==> config.mk <==
export PLATFORM = sky130hd
export DESIGN_NAME = fd_pipeline_reg
export DESIGN_NICKNAME = d
export VERILOG_FILES = /design/src/rtl/fd_pipeline_reg_pkg.sv /design/src/rtl/fd_fetch_buf.sv /design/src/rtl/fd_pipeline_reg.sv
export SDC_FILE = /design/constraint.sdc
export NUM_CORES = 1
export LEC_CHECK = 0
export ABC_CLOCK_PERIOD_IN_PS = 7050
export BUFFER_PORTS_ARGS = -buffer_cell sky130_fd_sc_hd__clkbuf_2
export CAP_MARGIN = 40
export CORE_UTILIZATION = 31
export DETAILED_ROUTE_END_ITERATION = 10
export PLACE_DENSITY = 0.61
export REMOVE_ABC_BUFFERS = 1
export SYNTH_ARGS = -nofsm -noshare
export SYNTH_HDL_FRONTEND = slang
export SYNTH_SLANG_ARGS = --single-unit
==> constraint.sdc <==
create_clock -name clk_i -period 7.05 [get_ports clk_i]
set_input_delay 0.705 -clock clk_i [delete_from_list [all_inputs] [get_ports clk_i]]
set_output_delay 0.705 -clock clk_i [all_outputs]
set_load 0.05 [all_outputs]
==> src/rtl/fd_pipeline_reg_pkg.sv <==
// Shared constants for the F->D pipeline register. The macros mirror the
// core_param.v defines and are only set here when the core has not set them.
`ifndef PLFLUSH_ENABLE
`define PLFLUSH_ENABLE 1'b1
`endif
`ifndef PLFLUSH_DISABLE
`define PLFLUSH_DISABLE 1'b0
`endif
`ifndef NOP_INST
`define NOP_INST 32'h00000013
`endif
`ifndef FD_BUF_DEPTH
`define FD_BUF_DEPTH 2
`endif

package fd_pipeline_reg_pkg;
  localparam int unsigned FD_XLEN      = 32;
  localparam logic [31:0] FD_NOP_INST  = `NOP_INST;
  localparam int unsigned FD_BUF_DEPTH = `FD_BUF_DEPTH;
  localparam logic        FD_FLUSH_ON  = `PLFLUSH_ENABLE;
  localparam logic        FD_FLUSH_OFF = `PLFLUSH_DISABLE;

  function automatic int unsigned fd_ptr_w(input int unsigned depth);
    return (depth > 1) ? $clog2(depth) : 1;
  endfunction
endpackage

==> src/rtl/fd_fetch_buf.sv <==
// Small synchronous FIFO of {pc, inst} fetch responses. Clear wins over
// push/pop; pointers wrap modulo DEPTH and the count is held separately.
module fd_fetch_buf
  import fd_pipeline_reg_pkg::*;
#(
  parameter int unsigned W     = 64,
  parameter int unsigned DEPTH = 2,
  localparam int unsigned PW   = fd_ptr_w(DEPTH),
  localparam int unsigned CW   = $clog2(DEPTH + 1)
) (
  input  logic          clk_i,
  input  logic          rst_n_i,
  input  logic          push_i,
  input  logic          pop_i,
  input  logic          clear_i,
  input  logic [W-1:0]  din_i,
  output logic [CW-1:0] count_o,
  output logic [W-1:0]  head_o
);
  logic [W-1:0]  r_mem [DEPTH];
  logic [PW-1:0] r_rd_ptr;
  logic [PW-1:0] r_wr_ptr;
  logic [CW-1:0] r_count;
  logic          w_do_push;
  logic          w_do_pop;

  function automatic logic [PW-1:0] ptr_inc(input logic [PW-1:0] p);
    return (p == PW'(DEPTH - 1)) ? '0 : p + PW'(1);
  endfunction

  assign w_do_push = push_i && !clear_i;
  assign w_do_pop  = pop_i && !clear_i;

  always_ff @(posedge clk_i or negedge rst_n_i) begin
    if (!rst_n_i) begin
      r_rd_ptr <= '0;
      r_wr_ptr <= '0;
      r_count  <= '0;
    end else if (clear_i) begin
      r_rd_ptr <= '0;
      r_wr_ptr <= '0;
      r_count  <= '0;
    end else begin
      if (w_do_push) r_wr_ptr <= ptr_inc(r_wr_ptr);
      if (w_do_pop)  r_rd_ptr <= ptr_inc(r_rd_ptr);
      r_count <= r_count + CW'(w_do_push) - CW'(w_do_pop);
    end
  end

  // Storage needs no reset: the count gates every read.
  always_ff @(posedge clk_i) begin
    if (w_do_push) r_mem[r_wr_ptr] <= din_i;
  end

  assign count_o = r_count;
  assign head_o  = r_mem[r_rd_ptr];
endmodule

==> src/rtl/fd_pipeline_reg.sv <==
// F->D pipeline register with a small fetch-response buffer: absorbs responses
// during decode stalls and drops wrong-path responses after a flush.
module fd_pipeline_reg
  import fd_pipeline_reg_pkg::*;
#(
  parameter int unsigned       XLEN     = FD_XLEN,
  parameter logic [XLEN-1:0]   NOP_INST = `NOP_INST,
  parameter int unsigned       DEPTH    = FD_BUF_DEPTH
) (
  input  logic            clk_i,
  input  logic            rst_n_i,
  input  logic            imem_req_fire_i,
  output logic            fetch_ready_o,
  input  logic            imem_rsp_valid_i,
  input  logic [XLEN-1:0] imem_rsp_inst_i,
  input  logic [XLEN-1:0] imem_rsp_pc_i,
  input  logic            pipeline_Flush_i,
  input  logic            stall_d_i,
  output logic [XLEN-1:0] inst_d_o,
  output logic [XLEN-1:0] pc_d_o,
  output logic            valid_d_o
);
  localparam int unsigned CW = $clog2(DEPTH + 1);

  logic [CW-1:0]     r_out_cnt;
  logic [CW-1:0]     r_kill_cnt;
  logic [XLEN-1:0]   r_inst_d;
  logic [XLEN-1:0]   r_pc_d;
  logic              r_valid_d;
  logic              w_flush;
  logic              w_kill;
  logic              w_live;
  logic              w_buf_empty;
  logic              w_push;
  logic              w_pop;
  logic [CW-1:0]     w_buf_cnt;
  logic [CW-1:0]     w_out_cnt_nxt;
  logic [2*XLEN-1:0] w_buf_head;

  assign w_flush       = (pipeline_Flush_i == `PLFLUSH_ENABLE);
  assign w_kill        = imem_rsp_valid_i && ((r_kill_cnt != '0) || w_flush);
  assign w_live        = imem_rsp_valid_i && !w_kill;
  assign w_buf_empty   = (w_buf_cnt == '0);
  assign w_pop         = !w_flush && !stall_d_i && !w_buf_empty;
  // Bypass straight into D only when nothing older is waiting.
  assign w_push        = w_live && (stall_d_i || !w_buf_empty);
  assign w_out_cnt_nxt = r_out_cnt + CW'(imem_req_fire_i) - CW'(imem_rsp_valid_i);
  assign fetch_ready_o = ({1'b0, r_out_cnt} + {1'b0, w_buf_cnt}) < (CW + 1)'(DEPTH);

  fd_fetch_buf #(
    .W     (2 * XLEN),
    .DEPTH (DEPTH)
  ) u_buf (
    .clk_i   (clk_i),
    .rst_n_i (rst_n_i),
    .push_i  (w_push),
    .pop_i   (w_pop),
    .clear_i (w_flush),
    .din_i   ({imem_rsp_pc_i, imem_rsp_inst_i}),
    .count_o (w_buf_cnt),
    .head_o  (w_buf_head)
  );

  // Every response still owed at flush time belongs to the wrong path.
  always_ff @(posedge clk_i or negedge rst_n_i) begin
    if (!rst_n_i) begin
      r_out_cnt  <= '0;
      r_kill_cnt <= '0;
    end else begin
      r_out_cnt <= w_out_cnt_nxt;
      if (w_flush) r_kill_cnt <= w_out_cnt_nxt;
      else if (imem_rsp_valid_i && r_kill_cnt != '0) r_kill_cnt <= r_kill_cnt - CW'(1);
    end
  end

  always_ff @(posedge clk_i or negedge rst_n_i) begin
    if (!rst_n_i) begin
      r_inst_d  <= NOP_INST;
      r_pc_d    <= '0;
      r_valid_d <= 1'b0;
    end else if (w_flush) begin
      r_inst_d  <= NOP_INST;
      r_valid_d <= 1'b0;
    end else if (!stall_d_i) begin
      if (!w_buf_empty) begin
        {r_pc_d, r_inst_d} <= w_buf_head;
        r_valid_d          <= 1'b1;
      end else if (w_live) begin
        r_pc_d    <= imem_rsp_pc_i;
        r_inst_d  <= imem_rsp_inst_i;
        r_valid_d <= 1'b1;
      end else begin
        r_inst_d  <= NOP_INST;
        r_valid_d <= 1'b0;
      end
    end
  end

  assign inst_d_o  = r_inst_d;
  assign pc_d_o    = r_pc_d;
  assign valid_d_o = r_valid_d;

`ifndef SYNTHESIS
  always @(posedge clk_i) begin
    if (rst_n_i) begin
      assert (!(w_push && !w_flush && w_buf_cnt == CW'(DEPTH)))
        else $error("fd_pipeline_reg: push into full fetch buffer");
      assert (!(imem_rsp_valid_i && r_out_cnt == '0))
        else $error("fd_pipeline_reg: response with no outstanding request");
      assert (!(imem_req_fire_i && !fetch_ready_o))
        else $error("fd_pipeline_reg: request accepted while not ready");
    end
  end
`endif
endmodule
==> results.cfg <==
[timing]
timing.final.ws_setup_ns = 4.15
timing_hold_violations_final = 0
maxSlewViolCount = 0
period_needed_ns = 2.90
final_min_period_over_clock_period = 0.411
rsz0062_at_grt = false
timing.fmax_mhz = 345
clock-skew-final_ns = 0.0187
setup-violations-final = 0
worst-slew-pin-transition_ns = 0.904
timing.max_slew.rel_slack = 0.396

[grt]
grt_start_max_net_pins = 65
initial_antenna_violation_count = 0
total_gr_overflow = 0
first_global_vias = 5049
grt_pass1_wl_microns = 28100
gr-usage-all-layers = 0.136

[clock_tree]
root_buffer = sky130_fd_sc_hd__clkbuf_16
clk_path_buf_depth = 3
cts_made_buffers = 22
cts_tree = yes
clkSlewWorstSetupHoldPaths_ns = 0.06
h_tree_levels = 1
clkLatencyLatePin_ns = 0.50
clock_sink_count = 201

[yosys]
avgSynthCellArea_sq_um = 16.4
ys_dominant_reg_cell = sky130_fd_sc_hd__edfxtp_1
synth_register_bits = 201
synthSimpleGateAreaFrac = 0.0540
synth.cell_area_sq_mm = 0.00783
synth_commonest_cells = sky130_fd_sc_hd__edfxtp_1, sky130_fd_sc_hd__dfrtp_1, sky130_fd_sc_hd__mux2i_1, sky130_fd_sc_hd__nor3_1, sky130_fd_sc_hd__a221o_1
synth_top_family_by_area = multiplexers
synth_largest_type_area_fraction = 0.491
synth_enable_flop_cells = 128
synthXorXnorAreaFrac = 0.00560
synth_compound_gate_area_share = 0.0855
postSynth.asyncResetShare = 0.363
synth_seq_area_share = 0.725
yosys.area_share.adder = 0.0106
post_synth_inst_count = 476
synth_area_leaders = sky130_fd_sc_hd__edfxtp_1, sky130_fd_sc_hd__dfrtp_1, sky130_fd_sc_hd__mux2i_1
post-synth-top-area-cell = sky130_fd_sc_hd__edfxtp_1
synth.most_common_cell = sky130_fd_sc_hd__edfxtp_1
synth-warning-count = 0
synthDistinctLibCells = 34
synth.area.mux_share = 0.0862

[critical_path]
worstPathCellList = nor2_4 > buf_4 > a21o_1 > buf_8 > a2bb2oi_1
crit_fanout = 35
timing.critical_path.from = u_buf.count_o[1]
worst-r2r-cell-count = 5
reg2reg_slack_ns = 4.15
worstReg2RegStart = u_buf.count_o[1]
cp_slowest_cell = sky130_fd_sc_hd__nor2_4
worstPathArrival_ns = 3.32
worst_flop_to_flop_path_endpoint = inst_d_o[4]
biggest_cell_delay_along_the_critical_path_ns = 0.67
worst-endpoint-required_ns = 7.47
crit_path_end_kind = flip-flop
worst_setup_path_start_kind = flip-flop
worstSetupPathType = flip-flop to flip-flop

[routing]
drt_iter0_drc = 365
num_vias = 4791
detail-route-antenna-nets = 0
drcViolationCount = 0
route.final.wire_length_microns = 17400
route.detailed.vias_per_inst = 5.04
drtPass1Iterations = 5
drt-wirelength-per-cell_microns = 18.3

[pwr]
ir_drop_mv = 0.342
power_switching_uw = 1180
report.power.total_uw = 3560
power_density_mw_per_mm2 = 371
power.clock.fraction = 0.329
p_comb_frac = 0.247
pwr-share-seq = 0.424
p_leak_uw = 0.00368
p_int_uw = 2380
switching_share = 0.332

[layout]
instances_no_fill = 950
design.final.nets = 686
fraction_of_final_layout_cells_with_drive_strength_greater_than_1 = 0.305
syn2layout_area_growth_pct = 22.4
n_antenna_cell = 0

[floorplan]
die_extent_in_y_microns = 161
floorplan.die_area_sq_mm = 0.0259
initial_core_util = 0.319
rows = 57
die-width_microns = 161
pin_count = 136
core_area_sq_mm = 0.0245

[job]
cap_viol_max_count = 0

[place]
routabilityCongestion = 0.706
place_ws_ns = 4.13
detailed_place_hpwl_microns = 10900
port_buffers = 135
placed_cells_incl_taps = 909

[worst_hold_path]
hp-start = imem_rsp_pc_i[5]
hold_path_class = primary input to flip-flop
hold-path-endpoint = u_buf.r_mem[1][37]
hold-path-cell-count = 1

[run_status]
outcome = finished, final reports clean
-- timing repair --
action / CTS / global route
hold buffers: 1 / 0
endpoints found under the setup margin: 0 / 0
gates resized for setup: 0 / 0
setup buffers: 0 / 0
endpoints found under the hold margin: 1 / 0
-- sequential cells by signal, indices dropped and copies added, names as in the netlist --
name            cells
inst_d_o           32
u_buf.r_wr_ptr      1
r_out_cnt           2
u_buf.count_o       2
pc_d_o             32
valid_d_o           1
r_kill_cnt          2
u_buf.r_rd_ptr      1
u_buf.r_mem       128
-- worst max-delay path by stage --
stage,endpoint,slack [ns],cells after the start
floorplan,u_buf.r_wr_ptr,-0.61,2
global placement,pc_d_o[26],4.00,4
detailed placement,inst_d_o[4],4.13,5
CTS,inst_d_o[4],4.10,5
global route,inst_d_o[4],4.00,5
finish,inst_d_o[4],4.15,5
-- power by group through the flow --
stage	combinational [uW]	sequential (uW)	clock (uW)
2_1_floorplan	277	1880	0
3_3_place_gp	859	1520	0
3_5_place_dp	888	1530	0
4_1_cts	891	1510	1210
5_1_grt	937	1520	1250
6_report	880	1510	1170
-- cells in the final DEF (no fill, tap or decap), types with 2 or more instances in the layout --
master	netlist	layout
sky130_fd_sc_hd__clkbuf_16	0	23
sky130_fd_sc_hd__xnor2_1	4	4
sky130_fd_sc_hd__nand2b_1	2	2
sky130_fd_sc_hd__dfstp_2	3	3
sky130_fd_sc_hd__bufinv_16	0	3
sky130_fd_sc_hd__clkbuf_1	8	5
sky130_fd_sc_hd__buf_4	0	8
sky130_fd_sc_hd__a221o_1	61	61
sky130_fd_sc_hd__nor3_1	63	63
sky130_fd_sc_hd__dfrtp_1	70	69
sky130_fd_sc_hd__buf_12	0	2
sky130_fd_sc_hd__edfxtp_1	128	128
sky130_fd_sc_hd__nand2_1	4	4
sky130_fd_sc_hd__ha_1	5	5
sky130_fd_sc_hd__mux2i_1	64	64
sky130_fd_sc_hd__clkbuf_2	0	134
sky130_fd_sc_hd__a222oi_1	2	2
sky130_fd_sc_hd__inv_1	11	11
sky130_fd_sc_hd__mux2_2	2	2
sky130_fd_sc_hd__clkinv_2	0	5
sky130_fd_sc_hd__nor2_1	5	4
-- worst max-delay path: cells and delay by family, from the launching register on --
kind            cells  cell delay (ns)
simple gates        1             0.67
compound gates      2             0.85
flops               1             0.48
buf+inv             2             0.75
-- logic make-up (layout without fill, tap and decap cells) --
logic type / Yosys count / after routing
flip-flops: 201 / 201
buffers and inverters: 47 / 197
XOR/XNOR: 5 / 5
AND/OR/NAND/NOR: 81 / 81
multiplexers: 67 / 67
AO/OA/AOI/OAI: 69 / 69
adder cells (fa/ha/maj): 6 / 6
-- per-layer routing --
layer / wire length (microns) / global-route usage / vias to the layer above
li1: - / - / 2161
met1: 7500 / 0.177 / 2446
met2: 8520 / 0.232 / 157
met3: 945 / 0.0232 / 27
met4: 384 / 0.0390 / 0
met5: 0 / 0 / -
-- cell type report --
| type | instances | area, sq um |
|---|---|---|
| clock buffer | 29 | 608 |
| multi-input combinational | 228 | 1910 |
| clock inverter | 11 | 135 |
| tap | 324 | 405 |
| sequential | 201 | 5680 |
| fill | 2334 | 15000 |
| inverter | 11 | 41.3 |
| timing repair buffer | 146 | 796 |
-- through the flow --
| step | TNS (ns) | hold slack, ns | area (sq um) | util |
|---|---|---|---|---|
| floorplan | -38.25 | 0.409 | 7610 | - |
| global placement | 0 | 0.458 | 8770 | 0.357 |
| finish | 0 | 0.405 | 9580 | 0.390 |
| CTS | 0 | 0.380 | 9580 | 0.390 |
| global route | 0 | 0.390 | 9580 | 0.390 |
| detailed placement | 0 | 0.458 | 8820 | 0.360 |
Note: power is estimated with default switching activity, not from simulation.
